===== src/rtl/stopwatch_ctrl.sv =====
// Stopwatch controller: IDLE/RUN/PAUSE FSM driven by command pulses, counting
// time-base ticks into a cs/sec/min chain with lap capture and sticky overflow.
module stopwatch_ctrl #(
  parameter int CS_MOD  = 100,
  parameter int SEC_MOD = 60,
  parameter int MIN_MOD = 60
) (
  input  logic       i_clk,
  input  logic       i_reset,
  input  logic       i_tick,
  input  logic       i_start_stop,
  input  logic       i_clear,
  input  logic       i_lap,
  output logic       o_run,
  output logic [6:0] o_cs,
  output logic [5:0] o_sec,
  output logic [5:0] o_min,
  output logic       o_lap_valid,
  output logic [6:0] o_lap_cs,
  output logic [5:0] o_lap_sec,
  output logic [5:0] o_lap_min,
  output logic       o_overflow
);

  typedef enum logic [1:0] {
    S_IDLE  = 2'd0,
    S_RUN   = 2'd1,
    S_PAUSE = 2'd2
  } state_t;

  localparam logic [6:0] CS_LAST  = 7'(CS_MOD - 1);
  localparam logic [5:0] SEC_LAST = 6'(SEC_MOD - 1);
  localparam logic [5:0] MIN_LAST = 6'(MIN_MOD - 1);

  state_t     r_state;
  state_t     w_next;
  logic       r_run;
  logic [6:0] r_cs;
  logic [5:0] r_sec;
  logic [5:0] r_min;
  logic       r_lap_valid;
  logic [6:0] r_lap_cs;
  logic [5:0] r_lap_sec;
  logic [5:0] r_lap_min;
  logic       r_overflow;

  logic       w_count;
  logic       w_clear;
  logic       w_lap;
  logic       w_cs_wrap;
  logic       w_sec_wrap;
  logic       w_min_wrap;
  logic [6:0] w_cs_nxt;
  logic [5:0] w_sec_nxt;
  logic [5:0] w_min_nxt;
  logic       w_ovf_set;

  // State register
  always_ff @(posedge i_clk) begin
    if (i_reset) begin
      r_state <= S_IDLE;
    end else begin
      r_state <= w_next;
    end
  end

  // Next-state logic; clear outranks start_stop outside RUN
  always_comb begin
    w_next = r_state;
    case (r_state)
      S_IDLE: begin
        if (i_clear) begin
          w_next = S_IDLE;
        end else if (i_start_stop) begin
          w_next = S_RUN;
        end else begin
          w_next = S_IDLE;
        end
      end
      S_RUN: begin
        if (i_start_stop) begin
          w_next = S_PAUSE;
        end else begin
          w_next = S_RUN;
        end
      end
      S_PAUSE: begin
        if (i_clear) begin
          w_next = S_IDLE;
        end else if (i_start_stop) begin
          w_next = S_RUN;
        end else begin
          w_next = S_PAUSE;
        end
      end
      default: begin
        w_next = S_IDLE;
      end
    endcase
  end

  // Output decode: qualifiers use the current state, so a tick with stop counts
  always_comb begin
    w_count    = (r_state == S_RUN) && i_tick;
    w_lap      = (r_state == S_RUN) && i_lap;
    w_clear    = (r_state != S_RUN) && i_clear;
    w_cs_wrap  = (r_cs == CS_LAST);
    w_sec_wrap = (r_sec == SEC_LAST);
    w_min_wrap = (r_min == MIN_LAST);
    w_cs_nxt   = w_cs_wrap ? 7'd0 : (r_cs + 7'd1);
    w_sec_nxt  = r_sec;
    w_min_nxt  = r_min;
    w_ovf_set  = 1'b0;
    if (w_cs_wrap) begin
      w_sec_nxt = w_sec_wrap ? 6'd0 : (r_sec + 6'd1);
      if (w_sec_wrap) begin
        w_min_nxt = w_min_wrap ? 6'd0 : (r_min + 6'd1);
        w_ovf_set = w_min_wrap;
      end else begin
        w_min_nxt = r_min;
      end
    end else begin
      w_sec_nxt = r_sec;
    end
  end

  // Registered datapath: counts, lap capture, overflow and run flag
  always_ff @(posedge i_clk) begin
    if (i_reset) begin
      r_run       <= 1'b0;
      r_cs        <= 7'd0;
      r_sec       <= 6'd0;
      r_min       <= 6'd0;
      r_lap_valid <= 1'b0;
      r_lap_cs    <= 7'd0;
      r_lap_sec   <= 6'd0;
      r_lap_min   <= 6'd0;
      r_overflow  <= 1'b0;
    end else begin
      r_run       <= (w_next == S_RUN);
      r_lap_valid <= w_lap;
      if (w_clear) begin
        r_cs       <= 7'd0;
        r_sec      <= 6'd0;
        r_min      <= 6'd0;
        r_lap_cs   <= 7'd0;
        r_lap_sec  <= 6'd0;
        r_lap_min  <= 6'd0;
        r_overflow <= 1'b0;
      end else begin
        if (w_lap) begin
          r_lap_cs  <= r_cs;
          r_lap_sec <= r_sec;
          r_lap_min <= r_min;
        end
        if (w_count) begin
          r_cs  <= w_cs_nxt;
          r_sec <= w_sec_nxt;
          r_min <= w_min_nxt;
          if (w_ovf_set) begin
            r_overflow <= 1'b1;
          end
        end
      end
    end
  end

  assign o_run       = r_run;
  assign o_cs        = r_cs;
  assign o_sec       = r_sec;
  assign o_min       = r_min;
  assign o_lap_valid = r_lap_valid;
  assign o_lap_cs    = r_lap_cs;
  assign o_lap_sec   = r_lap_sec;
  assign o_lap_min   = r_lap_min;
  assign o_overflow  = r_overflow;

endmodule


===== config.mk =====
export PLATFORM = sky130hd
export DESIGN_NAME = stopwatch_ctrl
export DESIGN_NICKNAME = d
export VERILOG_FILES = /design/src/rtl/stopwatch_ctrl.sv
export SDC_FILE = /design/constraint.sdc
export NUM_CORES = 1
export LEC_CHECK = 0
export ABC_CLOCK_PERIOD_IN_PS = 5450
export BUFFER_PORTS_ARGS = -buffer_cell sky130_fd_sc_hd__buf_2
export CAP_MARGIN = 10
export CORE_ASPECT_RATIO = 0.5
export CORE_MARGIN = 2
export CORE_UTILIZATION = 55
export CTS_CLUSTER_SIZE = 30
export DETAILED_ROUTE_END_ITERATION = 16
export PLACE_DENSITY = 0.83
export SYNTH_ARGS = -nofsm -noshare
export SYNTH_HDL_FRONTEND = slang
export SYNTH_SLANG_ARGS = --single-unit

===== constraint.sdc =====
create_clock -name i_clk -period 5.45 [get_ports i_clk]
set_input_delay 0.2725 -clock i_clk [delete_from_list [all_inputs] [get_ports i_clk]]
set_output_delay 0.2725 -clock i_clk [all_outputs]
set_load 0.02 [all_outputs]

==> results.cfg <==
[run_status]
status = finished, final reports clean

[cells_and_area]
multi_input_area_um2 = 835
final_nets = 264
instances_no_fill = 296
drive_above_1_share = 0.215
area_delta_synth_final_pct = 19.5
diodes = 0
ff_latch_area_um2 = 861
n_fill_cell = 262

[floorplanning]
row_count = 14
start_util = 0.578
die_h_um = 43.8
die_x_um = 83.6
fp.dieArea_mm2 = 0.00366
core_mm2 = 0.00301
io_pins = 47

[sta]
relSlewSlack = 0.401
worstMarginPinSlew_ns = 0.891
fin_crit_ns = 2.49
fmax_mhz = 401
finalSetupTns_ns = 0
setup_viol = 0
hold_viol_final = 0
finClkSkew_ns = 0.00575
drv_slew = 0
rsz0062_at_grt = no
timing.final.crit_share = 0.458

[synth]
synth.distinct_cells = 30
synth_ff_type = dfxtp_1
syn-mean-instance-area_um2 = 8.22
synth_edf_count = 0
synth-warning-count = 0
syn_inst = 212
ys_seq_elements = 43
async_flop_share = 0
ys_seq_area_frac = 0.494
synth_fp_nets = 221
synth_area_mm2 = 0.00174

[placement]
dp_hpwl_um = 2880
numPortBuffers = 46
gp_congestion = 0.900
dp.cells = 288

[critical_path]
path_max_fanout = 9
r2r-start = o_cs[2]$_SDFFE_PP0P_
critPathMostFrequentCell = or4_1
crit_path_top_delay_cell = or4_1
crit_path_start_kind = register
slowest_delay_ns = 0.70
path_buf_inv = 0
end_kind = register
arrival_ns = 2.70
crit_family = simple AND/OR/NAND/NOR gates
crit_chain = or4b_1 > or4_1 > or4_1 > a21oi_1
crit_start = o_cs[2]$_SDFFE_PP0P_
path_class = register to register
required_ns = 5.66

[pwr]
p_leak_uw = 0.000824
ir_drop_mv = 0.157
power_density_mw_per_mm2 = 267

[global_routing]
grtUsageTotal = 0.224
grt_antenna_before_repair = 0
first_global_vias = 1461
grt_first_pass_wirelength_um = 6540
grt_max_degree = 30
grt_overflow = 0

[clocking]
cts_tree = yes
cts_resized = 0
cts_inserted_buffers = 5
clkTransAtPathRegs_ns = 0.08
cts_sinks = 43
postCtsSetupBuffers = 0
htreeDepth = 2
holdBufCountCts = 0
clock_latency_ns = 0.29
cts_buffer_depth = 2
clockRootBuffer = clkbuf_8

[route]
wl_per_cell_um = 13.5
drtPass1Iterations = 4
vias_per_cell = 5.60
drt_iter0_drc = 49
drc = 0
vias = 1657
ant_nets = 0
routed_wl_um = 3990

[hold_path]
hp-class = input pin to register
hold_start = i_reset

[run]
maxCapViolations = 0
[cells in the final DEF (no fill, tap or decap), types with 2 or more instances in the layout]
cell type  count
nor4b_1        2
nor2_1        19
ha_1           3
nand2b_1       3
a21oi_1       29
buf_2         46
dfxtp_1       43
o21ai_0        4
xor2_1         2
or4_1          2
nand2_1       50
nor2b_1        3
xnor2_1        9
inv_1          2
nor3_1         4
nand4_1        5
nand4b_1       2
nor4_1         4
clkbuf_8       7
nand3_1        5
o211ai_1       2
[final timing paths]
| path | to | slack, ns | depth (start not counted) |
|---|---|---|---|
| hold reg to reg | o_lap_min[3]$_SDFFE_PP0P_ | 0.45 | 2 |
| hold / removal | o_lap_valid$_SDFF_PP0_ | 0.20 | 2 |
| setup reg to reg | o_min[2]$_SDFFE_PP0P_ | 2.96 | 4 |
| setup / recovery | o_min[2]$_SDFFE_PP0P_ | 2.96 | 4 |
[power by group]
group | switching [uW] | total, uW | internal [uW]
clock | 102 | 218 | 116
sequential | 1.10 | 316 | 315
combinational | 16.6 | 21.7 | 5.09
total | 120 | 556 | 436
[cell type report]
type / instances / area share
clock buffers: 8 / 0.0480
well taps: 40 / 0.0240
repair buffers: 46 / 0.111
inverters: 2 / 0.00360
multi-input cells: 157 / 0.401
flip-flops and latches: 43 / 0.413
[state kept, by name, indices dropped and copies added (netlist names), 2 cells and up]
name       cells
o_lap_sec      6
o_cs           7
o_min          6
o_lap_min      6
o_sec          6
r_state        2
o_lap_cs       7
[stage by stage]
| stage | total power [uW] | cell area [um2] | util | setup WS, ns | hold slack [ns] |
|---|---|---|---|---|---|
| 2_1_floorplan | 339 | 1740 | - | 3.09 | 0.345 |
| 3_3_place_gp | 345 | 1980 | 0.658 | 3.08 | 0.441 |
| 3_5_place_dp | 345 | 1980 | 0.658 | 2.99 | 0.445 |
| 4_1_cts | 561 | 2080 | 0.691 | 2.97 | 0.189 |
| 5_1_grt | 574 | 2080 | 0.691 | 2.78 | 0.183 |
| 6_report | 556 | 2080 | 0.691 | 2.96 | 0.196 |
[logic make-up after synthesis]
family / synth area share
flip-flops: 0.494
XOR/XNOR: 0.0553
multiplexers: 0.00646
buffers and inverters: 0.0273
adder cells (fa/ha/maj): 0.0215
AND/OR/NAND/NOR: 0.279
AO/OA/AOI/OAI: 0.117
[worst reg2reg max path, stage by stage, from the launching register on]
cell     delay, ns
dfxtp_1       0.36
or4b_1        0.68
or4_1         0.70
or4_1         0.51
a21oi_1       0.17
[cells in the mapped netlist, drive strengths merged (2+ instances only)]
master	n	area (um2)
o21ai	4	20.0
nor2b	3	18.8
nand2	50	188
xnor2	9	78.8
nand4	5	31.3
nand2b	3	18.8
dfxtp	43	861
nor3	4	20.0
nor2	19	71.3
nor4	4	25.0
clkbuf	8	30.0
buf	2	10.0
or4	2	15.0
nand4b	2	17.5
nor4b	2	17.5
xor2	2	17.5
inv	2	7.51
ha	3	37.5
o211ai	2	15.0
nand3	5	25.0
a21oi	29	145
[routing by layer]
metal / GRT usage / wire (um) / vias up
li1: - / - / 807
met1: 0.271 / 1760 / 783
met2: 0.398 / 1950 / 62
met3: 0.0686 / 253 / 5
met4: 0.0613 / 27 / 0
met5: 0 / 0 / -
(Power assumes the default switching activity.)
